<file path="src/rtl/spi_req_arbiter.sv">
// rtl/spi_req_arbiter.sv - round-robin arbiter sharing one SPI master among NUM_REQ requesters
// Optional watchdog abort of a stuck transfer is enabled by defining SPI_ARB_TIMEOUT_EN.
module spi_req_arbiter #(
  parameter int NUM_REQ     = 4,
  parameter int DW          = 12,
  parameter int TIMEOUT_CYC = 4096
) (
  input  logic                  clk_i,
  input  logic                  rst_ni,
  input  logic [NUM_REQ-1:0]    req_i,
  input  logic [NUM_REQ*DW-1:0] req_data_i,
  output logic [NUM_REQ-1:0]    ack_o,
  output logic [NUM_REQ-1:0]    done_o,
  output logic                  busy_o,
  output logic                  err_o,
  output logic                  spi_newd_o,
  output logic [DW-1:0]         spi_din_o,
  input  logic                  spi_cs_i
);

  localparam int PW = $clog2(NUM_REQ);

  typedef enum logic [1:0] {
    IDLE   = 2'd0,
    LAUNCH = 2'd1,
    BUSY   = 2'd2
  } state_e;

  state_e        state_q;
  logic [PW-1:0] rr_q;
  logic [PW-1:0] win_q;
  logic [PW-1:0] win_d;
  logic          win_vld_d;
  logic [PW-1:0] rr_d;
  logic          tmo;

  if (NUM_REQ < 2 || NUM_REQ > 8 || TIMEOUT_CYC < 2) begin : g_param_check
    $error("spi_req_arbiter: parameter out of range");
  end

  // Scan downward so the requester closest to rr_q (wrapping upward) is written last and wins.
  always_comb begin
    logic [PW:0]   sum;
    logic [PW-1:0] idx;
    win_vld_d = 1'b0;
    win_d     = rr_q;
    sum       = '0;
    idx       = '0;
    for (int k = NUM_REQ - 1; k >= 0; k--) begin
      sum = {1'b0, rr_q} + (PW+1)'(k);
      if (sum >= (PW+1)'(NUM_REQ)) begin
        sum = sum - (PW+1)'(NUM_REQ);
      end
      idx = sum[PW-1:0];
      if (req_i[idx]) begin
        win_vld_d = 1'b1;
        win_d     = idx;
      end
    end
  end

  assign rr_d = (win_q == PW'(NUM_REQ - 1)) ? '0 : win_q + PW'(1);

`ifdef SPI_ARB_TIMEOUT_EN
  localparam int CW = $clog2(TIMEOUT_CYC);
  logic [CW-1:0] cnt_q;

  // Held at zero in IDLE, so it starts from zero on the cycle LAUNCH is entered.
  always_ff @(posedge clk_i or negedge rst_ni) begin
    if (!rst_ni) begin
      cnt_q <= '0;
    end else if (state_q == IDLE) begin
      cnt_q <= '0;
    end else begin
      cnt_q <= cnt_q + CW'(1);
    end
  end

  assign tmo = (cnt_q == CW'(TIMEOUT_CYC - 1));
`else
  assign tmo = 1'b0;
`endif

  always_ff @(posedge clk_i or negedge rst_ni) begin
    if (!rst_ni) begin
      state_q    <= IDLE;
      rr_q       <= '0;
      win_q      <= '0;
      ack_o      <= '0;
      done_o     <= '0;
      busy_o     <= 1'b0;
      err_o      <= 1'b0;
      spi_newd_o <= 1'b0;
      spi_din_o  <= '0;
    end else begin
      ack_o  <= '0;
      done_o <= '0;
      err_o  <= 1'b0;
      case (state_q)
        IDLE: begin
          if (win_vld_d && spi_cs_i) begin
            win_q      <= win_d;
            ack_o      <= NUM_REQ'(1) << win_d;
            spi_din_o  <= req_data_i[int'(win_d)*DW +: DW];
            spi_newd_o <= 1'b1;
            busy_o     <= 1'b1;
            state_q    <= LAUNCH;
          end
        end
        LAUNCH, BUSY: begin
          if (tmo) begin
            spi_newd_o <= 1'b0;
            err_o      <= 1'b1;
            done_o     <= NUM_REQ'(1) << win_q;
            rr_q       <= rr_d;
            busy_o     <= 1'b0;
            state_q    <= IDLE;
          end else if (state_q == LAUNCH) begin
            if (!spi_cs_i) begin
              spi_newd_o <= 1'b0;
              state_q    <= BUSY;
            end
          end else if (spi_cs_i) begin
            done_o  <= NUM_REQ'(1) << win_q;
            rr_q    <= rr_d;
            busy_o  <= 1'b0;
            state_q <= IDLE;
          end
        end
        default: begin
          spi_newd_o <= 1'b0;
          busy_o     <= 1'b0;
          state_q    <= IDLE;
        end
      endcase
    end
  end

endmodule
</file>
<file path="config.mk">
export PLATFORM = sky130hd
export DESIGN_NAME = spi_req_arbiter
export DESIGN_NICKNAME = d
export VERILOG_FILES = /design/src/rtl/spi_req_arbiter.sv
export SDC_FILE = /design/constraint.sdc
export NUM_CORES = 1
export LEC_CHECK = 0
export BUFFER_PORTS_ARGS = -buffer_cell sky130_fd_sc_hd__buf_2
export CAP_MARGIN = 0
export CORE_ASPECT_RATIO = 0.5
export CORE_MARGIN = 5
export CORE_UTILIZATION = 43
export CTS_CLUSTER_DIAMETER = 120
export DETAILED_ROUTE_END_ITERATION = 7
export GPL_TIMING_DRIVEN = 1
export PLACE_DENSITY_LB_ADDON = 0.1
export SETUP_SLACK_MARGIN = 0.02
export SLEW_MARGIN = 0
export SYNTH_ARGS = -nofsm -noshare
export SYNTH_HDL_FRONTEND = slang
export SYNTH_SLANG_ARGS = --single-unit
</file>
<file path="constraint.sdc">
create_clock -name clk_i -period 4.1 [get_ports clk_i]
set_input_delay 0.205 -clock clk_i [delete_from_list [all_inputs] [get_ports clk_i]]
set_output_delay 0.205 -clock clk_i [all_outputs]
set_load 0.01 [all_outputs]
</file>
# Word level (Yosys, flattened, before mapping)
# Cells that the tools add are included.
classes:
  add_sub_neg: 8
  multipliers: 1
  order_cmp: 8
  eq_ne: 10
  shifts: 3
  muxes: 38
  bitwise: 1
  reduce_logical: 8
ops:
  columns: ["op", "count"]
  rows:
  - ["indexed part select 48 x 7 -> 12 bit", 1]
  - ["two-way mux 2 bit", 13]
  - ["two-way mux 4 bit", 5]
  - ["two-way mux 1 bit", 13]
  - ["less-than comparator 2 x 3 -> 1 bit, second input constant", 4]
  - ["AND reduction 3 bit", 4]
  - ["inequality test 2 bit, second input constant", 5]
  - [">= comparator 3 bit, second input constant", 3]
  - ["binary-select mux 1 bit (select 2 bit)", 4]
  - ["<< shifter 1 x 2 -> 4 bit, first input constant", 2]
  - ["subtractor 2 x 1 -> 2 bit, second input constant", 4]
  - ["adder 2 x 2 -> 3 bit, second input constant", 2]
  - ["inequality test 3 bit, second input constant", 2]
  - ["== test 2 bit, second input constant", 2]
  - ["multiplier 2 x 2 -> 4 bit, second input constant", 1]
  - ["one-hot mux 1 bit (2 select lines)", 2]
  - ["one-hot mux 2 bit (2 select lines)", 1]
  - ["adder 2 x 1 -> 3 bit, second input constant", 1]
  - [">= comparator 2 x 3 -> 1 bit, second input constant", 1]
  - ["adder 2 x 1 -> 2 bit, second input constant", 1]
  - ["== test 2 x 1 -> 1 bit, second input constant", 1]
  - ["zero test 2 bit", 1]
  - ["AND reduction 2 bit", 1]
  - ["OR reduction 2 bit", 1]
  - ["2 further kinds", 2]
word_totals:
  reg_bits: 28
  input_bits: 55
  out_inout_bits: 23
  elab_cells: 85

# Depth between registers and ports, before layout
depth:
  ltp_word: 12
  mapped_depth: 7
  ltp_nobuf: 6

# Least setup slack after synthesis
# OpenSTA, ideal clock, no wires.
synth_timing:
  kind: "register to register"
  from: "register rr_q[0]"
  to: "register spi_din_o[4]"
  setup_time_ps: 142
  arrival_ps: 1680
  setup_slack_ps: 2278
  stages_incl_launch_ff: 8
  n_path_buf: 2
  period_less_slack_ps: 1822
  path_cell_list: "dfrtp_1 -> nor2b_1 -> o21a_1 -> or3_1 -> buf_2 -> buf_6 -> a2111oi_2 -> a211oi_1"
synth_between:
  elab_chain_cells: 11
  word_cells_on_any_way: 35
  classes_between: "7 x add/sub; 1 x mul; 4 x order compare; 1 x shift; 20 x mux; 2 x reduce/logical"
synth_lines:
  columns: ["item", "line_no", "rtl"]
  rows:
  - ["start: declaration", "30", "logic [PW-1:0] rr_q;"]
  - ["start signal: assignment", "115", "rr_q <= rr_d;"]
  - ["start signal: assignment", "125", "rr_q <= rr_d;"]
  - ["adder 2 x 2 -> 3 bit", "50", "sum = {1'b0, rr_q} + (PW+1)'(k);"]
  - [">= comparator 3 bit or subtractor 2 x 1 -> 2 bit (tied branches)", "51, 52", null]
  - ["two-way mux 2 bit", "51", "if (sum >= (PW+1)'(NUM_REQ)) begin"]
  - ["binary-select mux 1 bit (select 2 bit)", "55", "if (req_i[idx]) begin"]
  - ["two-way mux 1 bit (implied by the code)", "55", null]
  - ["two-way mux 2 bit or two-way mux 1 bit (tied branches) (4 in a row)", "55", null]
  - ["multiplier 2 x 2 -> 4 bit or logical AND 1 bit (tied branches)", "104, 101", null]
  - ["indexed part select 48 x 7 -> 12 bit or AND reduction 2 bit (tied branches)", null, null]
  - ["end signal: assignment", "104", "spi_din_o <= req_data_i[int'(win_d)*DW +: DW];"]
  - ["end: declaration", "17", "output logic [DW-1:0] spi_din_o,"]
# Parallel ways exist; a longest one is shown, timed or not. The select of a mux whose other input is x is not followed.
# A chain may end at the register's enable or synchronous reset.

# Worst setup path after layout
layout_timing:
  from: "register rr_q[0]"
  to: "register spi_din_o[1]"
# Same word-level chain as after synthesis.

==> metrics.md <==
| Metric | Value |
|---|---|
| Top FF cell, synth | dfrtp_1 |
| CP endpoint kind | flip-flop |
| Final Wtd Congestion | 0.7974 |
| CP startpoint | rr_q[0] |
| Fmax | 392.2 MHz |
| Critical Path RT | between 4 and 5 ns |
| Routed wire per std cell | 15.01 um |
| Pleak | 1.037 nW |
| Top cells by count, synth | 28 x dfrtp_1, 20 x nor2_1, 12 x a211oi_1, 12 x mux2i_1, 12 x nor4b_1 |
| CP max stage delay | 0.71 ns |
| Hold Path Depth | 3 |
| CP Cell Sequence | nor2b_1 -> o21a_1 -> or3_1 -> buf_4 -> a2111oi_0 -> a211oi_1 |
| CP arrival | about 2.7 ns |
| Most common cell in the netlist | dfrtp_1 |
| R2R setup slack | 1.55 ns |
| First-pass DRT Iterations | 4 |
| Max FO, Critical Path | 16 |
| Gate Count Post-Synth | approximately 170 |
| CTS Hold Bufs | 1 |
| Least-Margin Pin Slew | 0.9417 ns |
| Hold Crit Class | in2reg |
| Setup bufs post-CTS | 0 |
| Total core area | between 0.003 and 0.004 mm^2 |
| Final Skew | 0.004933 ns |
| Cell row count | 16 |
| Hold Crit Start | spi_cs_i |
| Num CTS Buffers | 3 |
| Final Critical Period | about 2.5 ns |
| Unrepaired setup endpoints after global routing | no |
| Final TNS setup | 0 ns |
| Status | complete, no violations |
| Crit start category | flip-flop |
| Top cells by area, synth | dfrtp_1 40%, mux2i_1 6.9%, nor4b_1 6.1%, a211oi_1 5.2%, ha_1 5.1% |
| CP top delay family | compound AO/OA/AOI/OAI gates |
| First-pass GRT wire length | 7.141 mm |
| Critical path buffers and inverters | 1 |
| HPWL Detailed | roughly 3.4 mm |
| Peak supply drop | 0.2311 mV |
| FF+latch count, synth | 28 |
| Final-report hold violation count | 0 |
| Number of diodes | 0 |
| CTS Sinks | 28 |
| Reg2reg path depth | 6 |
| Post-route insts no fill | 299 |
| PostCTS Resize Cnt | 0 |
| Via Count | 1609 |
| Worst skew pair latency | ~0.27 ns |
| Layout area overhead | 26.90% |
| DRT Wirelength | ~4.5 mm |
| Slowest cell on the critical path | or3_1 |
| Total GRT Usage | 16.84% |
| Number of global-route vias before repair | around 1600 |
| Yosys top cell area share | between 40% and 50% |
| Max_cap viols | 0 |
| CTS tree | yes |
| FF-to-FF Start | rr_q[0] |
| Max-slew violations | 0 |
| PD cells | 620.4 mW/mm^2 |
| Post-synth cell types | 33 |
| Layout cells sized above 1 | 37.14% |
| Hold EP | state_q[0] |
| Avg Cell Area, Syn | roughly 10 um^2 |
| Io pins | 78 |
| Asr flop ratio synth | between 90% and 100% |
| Sequential area share after synthesis | 40.49% |
| Final period utilization | between 60% and 70% |
| Rel. slew slack | 37.22% |
| Maximum clock path buffer count | 2 |
| Vias per std cell | 5.381 |
| DRT antenna net count | 0 |
| Clock transition at path regs | about 0.090 ns |
| CTS Root Cell | clkbuf_8 |
| Synth Cell Area | 0.001730 mm^2 |
| Initial Util | 44.56% |
| Cells after DPL | between 200 and 300 |
| Syn Nets | between 200 and 250 |
| Die W | 99.71 um |
| Synth area leader | dfrtp_1 |
| First DRT Iteration DRCs | 91 |
| DRC violations left | 0 |
| GRT overflow | 0 |
| Die Height | 54.86 um |
| Die Footprint | 0.005470 mm^2 |
| Post-synth EDFFs | 0 |
| H-tree depth | 1 |
| WS Path Type | reg2reg |
| RR Endpoint | spi_din_o[1] |
| Warnings, synthesis | 0 |
| Largest net degree at the start of global routing | 29 |
| Antenna violations before repair | 0 |
| Setup violators final | 0 |
| I/O Buffers | 76 |
| Nets | 309 |
-- metrics by stage --
stage	hold WS, ns	total power [W]	worst slack, ns	utilization (%)	area (um^2)
after floorplan	-0.09059	0.0009990	2.278	-	1730
after global placement	0.2654	0.001206	1.622	55.22	2145
after detailed placement	0.2665	0.001228	1.516	55.22	2145
after CTS	0.2069	0.001381	1.537	56.54	2196
after global routing	0.2099	0.001492	1.297	56.54	2196
final	0.2146	0.001362	1.550	56.54	2196
-- worst max path at each step --
stage,end,slack (ns),cells after the start
6_report,spi_din_o[1],1.55,6
2_1_floorplan,spi_din_o[4],2.28,7
5_1_grt,spi_din_o[1],1.30,6
3_5_place_dp,spi_din_o[1],1.52,7
4_1_cts,spi_din_o[1],1.54,6
3_3_place_gp,spi_din_o[9],1.62,7
-- per-layer routing --
metal,track usage (%),wire (um),up-vias
li1,-,-,788
met1,21.07,1960,763
met2,29.91,2239,56
met3,4.071,273,2
met4,4.308,14,0
met5,0,0,-
-- worst reg2reg max path, delay by kind of cell (launching register included) --
kind,cells,cell delay (ns)
buffers and inverters,1,0.34
flip-flops,1,0.40
AO/OA/AOI/OAI,3,0.88
AND/OR/NAND/NOR,2,0.79
-- power breakdown --
part	internal, W	switching, W
clock network	0.0000660	0.0000829
logic	0.000305	0.000446
registers	0.000390	0.0000722
-- kinds of logic (layout without fill, tap and decap cells) --
| group | after synthesis | after routing | synth area share (%) |
|---|---|---|---|
| buffers and inverters | 19 | 91 | 5.206 |
| multiplexers | 13 | 13 | 7.592 |
| AND/OR/NAND/NOR | 61 | 61 | 19.81 |
| adder cells (fa/ha/maj) | 7 | 7 | 5.061 |
| AO/OA/AOI/OAI | 44 | 44 | 21.62 |
| other | 1 | 1 | 0.2167 |
| flip-flops | 28 | 28 | 40.49 |
-- sequential cells by signal, indices dropped and copies added (netlist names) --
register,flops
state_q,2
spi_newd_o,1
spi_din_o,12
done_o,4
ack_o,4
busy_o,1
win_q,2
rr_q,2
-- layout by cell type (no fill, tap or decap), drive strengths merged, types with 6 or more instances in the layout --
master,Yosys,final
a211oi,13,13
inv,7,7
nor4b,12,12
dfrtp,28,28
ha,7,7
mux2i,12,12
nand2,6,6
buf,6,80
a2111oi,12,12
a21oi,6,6
o21ai,10,10
nor2,20,20
-- layout make-up --
| type | instances | area, um^2 |
|---|---|---|
| sequential | 28 | 700.7 |
| timing repair buffer | 81 | 420.4 |
| fill | 390 | 1688 |
| inverter | 7 | 26.28 |
| clock buffer | 3 | 41.29 |
| multi-input combinational | 126 | 939.7 |
| tap | 54 | 67.56 |
Power figures use the tool's default switching activity.
